==> config.mk <==
export PLATFORM = sky130hd
export DESIGN_NAME = ult_range_ctrl
export DESIGN_NICKNAME = d
export VERILOG_FILES = /design/src/rtl/ult_pkg.sv /design/src/rtl/ult_echo_sync.sv /design/src/rtl/ult_range_ctrl.sv
export SDC_FILE = /design/constraint.sdc
export NUM_CORES = 1
export LEC_CHECK = 0
export BUFFER_PORTS_ARGS = -buffer_cell sky130_fd_sc_hd__clkbuf_2
export CAP_MARGIN = 20
export CORE_ASPECT_RATIO = 1.2
export CORE_MARGIN = 2
export CORE_UTILIZATION = 56
export CTS_CLUSTER_SIZE = 12
export DETAILED_ROUTE_END_ITERATION = 7
export PLACE_DENSITY_LB_ADDON = 0.2
export SYNTH_ARGS = -nofsm -noshare
export SYNTH_HDL_FRONTEND = slang
export SYNTH_SLANG_ARGS = --single-unit
==> constraint.sdc <==
create_clock -name clk -period 2.9 [get_ports clk]
set_input_delay 0.435 -clock clk [delete_from_list [all_inputs] [get_ports clk]]
set_output_delay 0.435 -clock clk [all_outputs]
set_load 0.005 [all_outputs]
==> src/rtl/ult_pkg.sv <==
// Shared types and 12 MHz default timing for the ultrasonic ranging sequencer.
package ult_pkg;

  localparam int unsigned TRIG_CYCLES_DEF    = 120;
  localparam int unsigned CM_CYCLES_DEF      = 696;
  localparam int unsigned ECHO_WAIT_MAX_DEF  = 360000;
  localparam int unsigned MAX_CM_DEF         = 400;
  localparam int unsigned HOLDOFF_CYCLES_DEF = 720000;
  localparam int unsigned AUTO_PERIOD_DEF    = 12000000;

  typedef enum logic [2:0] {
    IDLE,
    TRIG,
    WAIT_RISE,
    MEASURE,
    HOLDOFF
  } ult_state_e;

  function automatic int unsigned max3(
    input int unsigned a,
    input int unsigned b,
    input int unsigned c
  );
    int unsigned m;
    m = (a > b) ? a : b;
    return (m > c) ? m : c;
  endfunction

endpackage

==> src/rtl/ult_echo_sync.sv <==
// Echo pin synchroniser with registered rise/fall pulses.
module ult_echo_sync (
  input  logic clk,
  input  logic rstn,
  input  logic echo_i,
  output logic rise_o,
  output logic fall_o
);

  logic s1_q, s2_q, s3_q;
  logic rise_q, fall_q;

  always_ff @(posedge clk or negedge rstn) begin
    if (!rstn) begin
      s1_q   <= 1'b0;
      s2_q   <= 1'b0;
      s3_q   <= 1'b0;
      rise_q <= 1'b0;
      fall_q <= 1'b0;
    end else begin
      s1_q   <= echo_i;
      s2_q   <= s1_q;
      s3_q   <= s2_q;
      rise_q <= s2_q & ~s3_q;
      fall_q <= ~s2_q & s3_q;
    end
  end

  assign rise_o = rise_q;
  assign fall_o = fall_q;

endmodule

==> src/rtl/ult_range_ctrl.sv <==
// Ultrasonic ranging sequencer: trigger, echo timing, cm conversion,
// result strobe with timeout/range flags and an auto-repeat launcher.
module ult_range_ctrl
  import ult_pkg::*;
#(
  parameter int unsigned TRIG_CYCLES    = TRIG_CYCLES_DEF,
  parameter int unsigned CM_CYCLES      = CM_CYCLES_DEF,
  parameter int unsigned ECHO_WAIT_MAX  = ECHO_WAIT_MAX_DEF,
  parameter int unsigned MAX_CM         = MAX_CM_DEF,
  parameter int unsigned HOLDOFF_CYCLES = HOLDOFF_CYCLES_DEF,
  parameter int unsigned AUTO_PERIOD    = AUTO_PERIOD_DEF
) (
  input  logic       clk,
  input  logic       rstn,
  input  logic       start,
  input  logic       auto_en,
  input  logic       echo,
  output logic       trig,
  output logic       busy,
  output logic [8:0] dist_cm,
  output logic       dist_valid,
  output logic       err_timeout,
  output logic       err_range
);

  localparam int CNT_W =
    $clog2(max3(TRIG_CYCLES, ECHO_WAIT_MAX, HOLDOFF_CYCLES));
  localparam int SUB_W  = $clog2(CM_CYCLES);
  localparam int CM_W   = $clog2(MAX_CM + 1) + 1;
  localparam int AUTO_W = $clog2(AUTO_PERIOD);

  ult_state_e        state_q, state_d;
  logic [CNT_W-1:0]  cnt_q, cnt_d;
  logic [SUB_W-1:0]  sub_q, sub_d;
  logic [CM_W-1:0]   cm_q, cm_d, cm_nx;
  logic [AUTO_W-1:0] tmr_q, tmr_d;
  logic              pend_q, pend_d;
  logic              trig_q, trig_d;
  logic [8:0]        dist_q, dist_d;
  logic              valid_q, valid_d;
  logic              eto_q, eto_d;
  logic              erg_q, erg_d;
  logic              rise, fall;
  logic              launch, wrap, cm_wrap, cm_over;

  ult_echo_sync u_sync (
    .clk   (clk),
    .rstn  (rstn),
    .echo_i(echo),
    .rise_o(rise),
    .fall_o(fall)
  );

  always_comb begin
    launch = (state_q == IDLE) && (start || pend_q);
    wrap   = auto_en && (tmr_q == AUTO_W'(AUTO_PERIOD - 1));
    tmr_d  = (!auto_en || wrap) ? '0 : tmr_q + AUTO_W'(1);
    pend_d = auto_en && (wrap || (pend_q && !launch));
  end

  // A wrap on the fall cycle still counts, so cm = floor(width / CM_CYCLES).
  always_comb begin
    cm_wrap = (sub_q == SUB_W'(CM_CYCLES - 1));
    cm_nx   = cm_wrap ? cm_q + CM_W'(1) : cm_q;
    cm_over = (cm_nx > CM_W'(MAX_CM));
  end

  always_comb begin
    state_d = state_q;
    cnt_d   = cnt_q;
    sub_d   = sub_q;
    cm_d    = cm_q;
    trig_d  = 1'b0;
    dist_d  = dist_q;
    eto_d   = eto_q;
    erg_d   = erg_q;
    valid_d = 1'b0;
    unique case (state_q)
      IDLE: begin
        if (launch) begin
          state_d = TRIG;
          cnt_d   = '0;
          trig_d  = 1'b1;
        end
      end
      TRIG: begin
        if (cnt_q == CNT_W'(TRIG_CYCLES - 1)) begin
          state_d = WAIT_RISE;
          cnt_d   = '0;
        end else begin
          trig_d = 1'b1;
          cnt_d  = cnt_q + CNT_W'(1);
        end
      end
      WAIT_RISE: begin
        if (rise) begin
          state_d = MEASURE;
          sub_d   = '0;
          cm_d    = '0;
        end else if (cnt_q == CNT_W'(ECHO_WAIT_MAX - 1)) begin
          state_d = HOLDOFF;
          cnt_d   = '0;
          valid_d = 1'b1;
          dist_d  = '0;
          eto_d   = 1'b1;
          erg_d   = 1'b0;
        end else begin
          cnt_d = cnt_q + CNT_W'(1);
        end
      end
      MEASURE: begin
        if (fall || cm_over) begin
          state_d = HOLDOFF;
          cnt_d   = '0;
          valid_d = 1'b1;
          eto_d   = 1'b0;
          erg_d   = cm_over;
          dist_d  = cm_over ? 9'(MAX_CM) : 9'(cm_nx);
        end else begin
          sub_d = cm_wrap ? '0 : sub_q + SUB_W'(1);
          cm_d  = cm_nx;
        end
      end
      HOLDOFF: begin
        if (cnt_q == CNT_W'(HOLDOFF_CYCLES - 1)) begin
          state_d = IDLE;
        end else begin
          cnt_d = cnt_q + CNT_W'(1);
        end
      end
      default: state_d = IDLE;
    endcase
  end

  always_ff @(posedge clk or negedge rstn) begin
    if (!rstn) begin
      state_q <= IDLE;
      cnt_q   <= '0;
      sub_q   <= '0;
      cm_q    <= '0;
      tmr_q   <= '0;
      pend_q  <= 1'b0;
      trig_q  <= 1'b0;
      dist_q  <= '0;
      valid_q <= 1'b0;
      eto_q   <= 1'b0;
      erg_q   <= 1'b0;
    end else begin
      state_q <= state_d;
      cnt_q   <= cnt_d;
      sub_q   <= sub_d;
      cm_q    <= cm_d;
      tmr_q   <= tmr_d;
      pend_q  <= pend_d;
      trig_q  <= trig_d;
      dist_q  <= dist_d;
      valid_q <= valid_d;
      eto_q   <= eto_d;
      erg_q   <= erg_d;
    end
  end

  assign trig        = trig_q;
  assign busy        = (state_q != IDLE);
  assign dist_cm     = dist_q;
  assign dist_valid  = valid_q;
  assign err_timeout = eto_q;
  assign err_range   = erg_q;

endmodule

* After elaboration in Yosys (flattened, before gate mapping)
Index checks and enable logic that the tools add are counted.
Word-level totals: output and inout port bits 14, bits of input ports 5, register bits 86, logic and storage cells 104
Cells by class: order comparisons 1, equal/unequal tests 19, add/subtract/negate cells 4, reduce and logical (&&, ||, !) cells 18, bitwise logic cells 4, multiplexer cells 42
Operators with widths (count):
- $mux 20 | 6
- $pmux 20 s5 | 1
- $mux 10 | 5
- $pmux 10 s2 | 2
- $mux 9 | 4
- $add 24x1->24 const B | 1
- $eq 24x24->1 const B | 1
- $mux 24 | 1
- $add 10x1->10 const B | 2
- $add 20x1->20 const B | 1
- $eq 20x19->1 const B | 1
- $eq 20x20->1 const B | 1
- $eq 20x7->1 const B | 1
- $mux 3 | 6
- $pmux 9 s2 | 1
- $ne 2x2->1 const B | 8
- $pmux 3 s5 | 1
- $mux 1 | 11
- $eq 10x10->1 const B | 1
- $gt 10x9->1 const B | 1
- $reduce_and 5->1 | 2
- $pmux 1 s2 | 4
- $eq 3x2->1 const B | 2
- $reduce_bool 5->1 | 1
- 14 further kinds | 23

* Depth between registers and ports, before layout
word-level depth 6, depth in mapped cells 11, depth with buffers taken out 9

* Modules after synthesis
A second synthesis with hierarchy kept.
Unflattened totals: cells, all modules 504, area, all modules 4653.2 um^2
Modules (own cells, without submodules):
- ult_range_ctrl | cells each 497, area each 4513.1 um^2, sequential area each 2026.9 um^2, instances 1
- ult_echo_sync | cells each 7, area each 140.1 um^2, sequential area each 125.1 um^2, instances 1

* Worst setup path after synthesis
OpenSTA, ideal clock, no wires.
path type flip-flop to flip-flop, from register sub_q[6], to register cm_q[7], data arrival time 2.795 ns, stages on the path, launching flop included 11, required time 2.779 ns, path buffers 2, clock period less this slack 2.916 ns, library setup time 0.121 ns, path slack -0.016 ns, path through dfrtp_1 or3b_4 or4_4 o21a_1 a211o_1 o22a_1 buf_6 buf_6 o31ai_1 o211ai_1 a22o_1
On the way: cells in the longest elaborated chain, start to end 6, elaborated cells between the ends (all ways) 8, those cells by class order compare (1); eq/ne (2); mux (3); reduce/logical (2)
RTL lines:
- start, declared | RTL line ult_range_ctrl.sv:34 | logic [SUB_W-1:0] sub_q, sub_d;
- start signal, assigned | RTL line ult_range_ctrl.sv:151 | sub_q <= sub_d;
- $eq 10x10->1 (*) | RTL line ult_range_ctrl.sv:63 | cm_wrap = (sub_q == SUB_W'(CM_CYCLES - 1));
- $mux 10 (*) | RTL line ult_range_ctrl.sv:64 | cm_nx = cm_wrap ? cm_q + CM_W'(1) : cm_q;
- $gt 10x9->1 | RTL line ult_range_ctrl.sv:65 | cm_over = (cm_nx > CM_W'(MAX_CM));
- $logic_or 1x1->1 | RTL line ult_range_ctrl.sv:112 | if (fall || cm_over) begin
- $ne 2x2->1 (no line)
- $reduce_and 3->1 (no line)
- end signal, assigned | RTL line ult_range_ctrl.sv:152 | cm_q <= cm_d;
- end, declared | RTL line ult_range_ctrl.sv:35 | logic [CM_W-1:0] cm_q, cm_d, cm_nx;
Every way passes the cells marked *; elsewhere a longest branch is shown, timed or not. The select of a mux whose other input is x is not followed. A chain may end at the register's enable or synchronous reset.

* Worst setup path after layout
from register sub_q[3], to register cm_q[7]
The elaborated chain is that of the path after synthesis.

==> results.txt <==
I/O pin count: 19
Net switching power: 1.442 mW
Count of routing violations after the opening detailed-route iteration: 237
Clock tree from TritonCTS: done
Number of nets in the finished design: 565
Router iterations before antenna repair: 5
Post-Route M1 WL: 4749 µm
Final design utilization: 0.6712
Total count of max-transition violations in the final report: 0
Routed wire length on met3: 393 µm
Worst path buffer plus inverter count: 1
Final critical path time including I/O delays and setup: 2949 ps
Number of flops mapped to enable cells by yosys: 0
DRC violations left: 0
Worst setup path category: flop to flop
Root buf cell: sky130_fd_sc_hd__clkbuf_8
Total congestion overflow: 0
Synthesis warning total: 0
Worst reg-to-reg path cell count: 9
TritonCTS Sinks: 86
Via count of the first global-routing pass: 4,047
Worst setup slack before clock tree synthesis: -106.9 ps
Clock latency at the later pin of the worst-skew pair: 370 ps
Routability congestion estimate from global placement: 0.8450
Final setup violation count: 7
Via Count: 4,180
Final hold viol count: 0
Post-synthesis cell type with the largest combined area: sky130_fd_sc_hd__dfrtp_1
Clock buffer depth: 2
Combinational group share of total power: 0.370
Number of register bits inferred by synthesis: 86
Crit path arrival time: 3200 ps
Worst path required time: 3150 ps
Syn-to-layout area delta: 15.04%
Number of buffers added by the clock tree synthesis step: 9
Max-capacitance violation count: 0
Placed insts: 657
Top FF cell, synth: sky130_fd_sc_hd__dfrtp_1
Pleak: 2.436 nW
Highest clock frequency the design can meet: 339.1 MHz
Sw Share: 0.3893
Number of nets in the synthesized netlist: 529
DRT Wirelength: 11,120 µm
Post-detailed-route count of antenna-violating nets: 0
Fraction of final layout cells sized beyond drive strength 1: 0.1765
Flop pwr share: 0.394
Hold crit path type: input port to asynchronous set/reset pin
Standard cell area after detailed placement: 5189 µm²
Seq/Total Area, Yosys: 0.4499
Startpoint kind of the worst setup timing path: flop
Kind of cell adding the most delay to the critical path: compound AO/OA/AOI/OAI gates
Effective utilization at floorplan: 0.5835
Clock slew seen by the registers of the worst setup and hold paths: 90 ps
Violated checks: negative setup slack
Half-perimeter wire length after placement: 7578 µm
Number of antenna violations at the first check in global routing: 0
Yosys top cell area share: 0.4499
Cell Pwr Density: 673.0 nW/µm²
Synthesized area: 4783 µm²
Clock share of power: 0.236
Slowest cell on the critical path: sky130_fd_sc_hd__or4_4
Top routing layer used: met4
Sequence of cells on the critical path: or3b_4 > or4_4 > o21a_1 > a211o_1 > o22a_4 > buf_4 > o31ai_2 > o211ai_1 > a22o_1
Unique masters post-synth: 61
Worst setup margin: -48.57 ps
Relative slew slack: 0.4163
Number of cells on the critical path: 9
Nature of the critical path endpoint: flop
VDD IR-drop max: 0.0004659 V
Total power draw: 3.703 mW
Synthesized instance count: 520
Cell internal pwr: 2.262 mW
Average size of a mapped cell: 9.199 µm²
Largest fanout on the critical path: 8
Number of buffers added on ports: 18
Count of standard-cell rows: 36
H-tree depth reported by CTS: 3
Routed vias/inst: 6.193
Floorplan die width: 88.37 µm
Largest net degree at the start of global routing: 49
Die ar.: 9300 µm²
Setup repair after global routing missed its margin: yes
Average wire length per cell after detail routing: 16.48 µm
Outcome: complete, but fails checks
Clock Skews: 13.42 ps
Fraction of registers with async set/reset: 1.000
Area of the placeable core: 8198 µm²
Cell Count, Final, Fillers Out: 675
Global router's overall resource usage: 0.2556
Hold-fix buffer count after cts: 0
Total inserted antenna cells: 0
Final clock period utilization by the worst path: 1.017
Amount of wire on met2 after detailed routing: 5708 µm
Ranking of synthesized cells by area: sky130_fd_sc_hd__dfrtp_1 45%, sky130_fd_sc_hd__o31ai_1 4.4%, sky130_fd_sc_hd__nor2_1 4.0%, sky130_fd_sc_hd__o21ai_0 3.9%, sky130_fd_sc_hd__nand2_1 3.5%
Transition time of the tightest slew-check pin: 875.5 ps
Vertical die dimension: 105.2 µm
Wire length of the first global-routing pass: 18,930 µm
Final non-filler cell area: 5503 µm²
Slowest stage delay, CP: 550 ps
[synthesized netlist by cell type, types with 3 or more instances]
| cell | instances |
|---|---|
| sky130_fd_sc_hd__nor2_1 | 51 |
| sky130_fd_sc_hd__o31ai_1 | 28 |
| sky130_fd_sc_hd__nand2b_1 | 10 |
| sky130_fd_sc_hd__nand4b_1 | 4 |
| sky130_fd_sc_hd__and3_1 | 23 |
| sky130_fd_sc_hd__o21a_1 | 3 |
| sky130_fd_sc_hd__nand4_1 | 14 |
| sky130_fd_sc_hd__nor2b_1 | 3 |
| sky130_fd_sc_hd__mux2i_1 | 3 |
| sky130_fd_sc_hd__or4_1 | 3 |
| sky130_fd_sc_hd__or3_1 | 4 |
| sky130_fd_sc_hd__and4_1 | 6 |
| sky130_fd_sc_hd__a22o_1 | 8 |
| sky130_fd_sc_hd__o211ai_1 | 8 |
| sky130_fd_sc_hd__xnor2_1 | 11 |
| sky130_fd_sc_hd__a31oi_1 | 5 |
| sky130_fd_sc_hd__o21ai_0 | 37 |
| sky130_fd_sc_hd__a21oi_1 | 12 |
| sky130_fd_sc_hd__nand3_1 | 31 |
| sky130_fd_sc_hd__and2_1 | 4 |
| sky130_fd_sc_hd__xor2_1 | 18 |
| sky130_fd_sc_hd__dfrtp_1 | 86 |
| sky130_fd_sc_hd__clkbuf_1 | 22 |
| sky130_fd_sc_hd__o2bb2ai_1 | 12 |
| sky130_fd_sc_hd__nor4_1 | 7 |
| sky130_fd_sc_hd__buf_2 | 5 |
| sky130_fd_sc_hd__ha_1 | 4 |
| sky130_fd_sc_hd__inv_1 | 10 |
| sky130_fd_sc_hd__nand2_1 | 45 |
| sky130_fd_sc_hd__nor3_1 | 5 |
[state kept, by name, indices dropped and copies added (netlist names)]
name,cells
pend_q,1
state_q,3
sub_q,10
tmr_q,24
dist_valid,1
trig,1
u_sync.s2_q,1
err_timeout,1
cnt_q,20
u_sync.s1_q,1
err_range,1
u_sync.s3_q,1
cm_q,10
u_sync.rise_o,1
dist_cm,9
u_sync.fall_o,1
[repair_timing]
| action | in CTS | in global routing |
|---|---|---|
| setup buffers | 0 | 2 |
| gates cloned | 0 | 0 |
| setup endpoints to repair | 43 | 50 |
| resized for setup | 7 | 14 |
| pin swaps | 6 | 6 |
[kinds of logic (layout without fill, tap and decap cells)]
group | Yosys count | in the layout | synth area share
AO/OA/AOI/OAI | 132 | 132 | 0.1946
XOR/XNOR | 29 | 29 | 0.05310
adder cells (fa/ha/maj) | 4 | 4 | 0.01046
buffers and inverters | 43 | 84 | 0.03976
flip-flops | 86 | 86 | 0.4499
multiplexers | 3 | 3 | 0.006278
AND/OR/NAND/NOR | 223 | 223 | 0.2459
[cells in the final DEF (no fill, tap or decap), types with 3 or more instances in the layout]
cell type / netlist / final
sky130_fd_sc_hd__ha_1: 4 / 3
sky130_fd_sc_hd__xor2_1: 18 / 18
sky130_fd_sc_hd__and4_1: 6 / 6
sky130_fd_sc_hd__o21a_1: 3 / 3
sky130_fd_sc_hd__or3_1: 4 / 3
sky130_fd_sc_hd__a31oi_1: 5 / 5
sky130_fd_sc_hd__dfrtp_1: 86 / 86
sky130_fd_sc_hd__a21oi_1: 12 / 11
sky130_fd_sc_hd__or4_1: 3 / 3
sky130_fd_sc_hd__a22o_1: 8 / 8
sky130_fd_sc_hd__buf_12: 0 / 3
sky130_fd_sc_hd__xnor2_1: 11 / 11
sky130_fd_sc_hd__clkbuf_2: 0 / 17
sky130_fd_sc_hd__inv_1: 10 / 10
sky130_fd_sc_hd__nand2_1: 45 / 45
sky130_fd_sc_hd__and2_1: 4 / 4
sky130_fd_sc_hd__nor4_1: 7 / 5
sky130_fd_sc_hd__o2bb2ai_1: 12 / 12
sky130_fd_sc_hd__nand3_1: 31 / 30
sky130_fd_sc_hd__mux2i_1: 3 / 3
sky130_fd_sc_hd__buf_4: 2 / 36
sky130_fd_sc_hd__o21ai_0: 37 / 36
sky130_fd_sc_hd__and3_1: 23 / 23
sky130_fd_sc_hd__o211ai_1: 8 / 8
sky130_fd_sc_hd__o31ai_2: 2 / 8
sky130_fd_sc_hd__o31ai_1: 28 / 22
sky130_fd_sc_hd__nor2_1: 51 / 51
sky130_fd_sc_hd__clkbuf_8: 0 / 10
sky130_fd_sc_hd__nand2b_1: 10 / 10
sky130_fd_sc_hd__nor3_1: 5 / 5
sky130_fd_sc_hd__nand4b_1: 4 / 4
sky130_fd_sc_hd__nand4_1: 14 / 14
sky130_fd_sc_hd__nor2b_1: 3 / 3
[routing by layer]
metal / vias to the layer above / track usage
li1: 1982 / -
met1: 2074 / 0.3352
met4: 0 / 0.1061
met5: - / 0
met2: 99 / 0.4114
met3: 25 / 0.04933
[area by class of cell]
class	count	area, µm²
Inverter	10	37.54
Sequential cell	86	2152
Tap cell	114	142.6
Clock buffer	12	145.1
Clock inverter	4	55.05
Multi-Input combinational cell	391	2529
Timing Repair Buffer	58	441.7
Fill cell	684	2695
[per-stage QoR]
step | TNS [ps] | hold slack, ps
after CTS | 0 | 98.56
final | -169.7 | 84.58
after global routing | -2110 | 119.6
after global placement | -306.8 | 336.8
after detailed placement | -1556 | 339.5
after floorplan | 0 | 139.4
[power groups by stage]
| stage | Clock, mW | Sequential, mW | Combinational (mW) |
|---|---|---|---|
| 5_1_grt | 0.948 | 1.48 | 1.51 |
| 6_report | 0.873 | 1.46 | 1.37 |
| 3_5_place_dp | 0 | 1.47 | 1.32 |
| 3_3_place_gp | 0 | 1.47 | 1.28 |
| 2_1_floorplan | 0 | 1.39 | 0.934 |
| 4_1_cts | 0.883 | 1.45 | 1.33 |
[worst paths after layout]
check / startpoint / to / slack [ps]
worst max-delay path: sub_q[3]$_DFFE_PN0P_ / cm_q[7]$_DFFE_PN0P_ / -50
worst min-delay path: rstn / dist_cm[2]$_DFFE_PN0P_ / 80
worst max register to register: sub_q[3]$_DFFE_PN0P_ / cm_q[7]$_DFFE_PN0P_ / -50
worst min register to register: u_sync.s1_q$_DFF_PN0_ / u_sync.s2_q$_DFF_PN0_ / 350
max in group asynchronous: rstn / tmr_q[21]$_DFF_PN0_ / 2170
min in group clk: echo / u_sync.s1_q$_DFF_PN0_ / 200
Note: power is estimated with default switching activity, not from simulation.
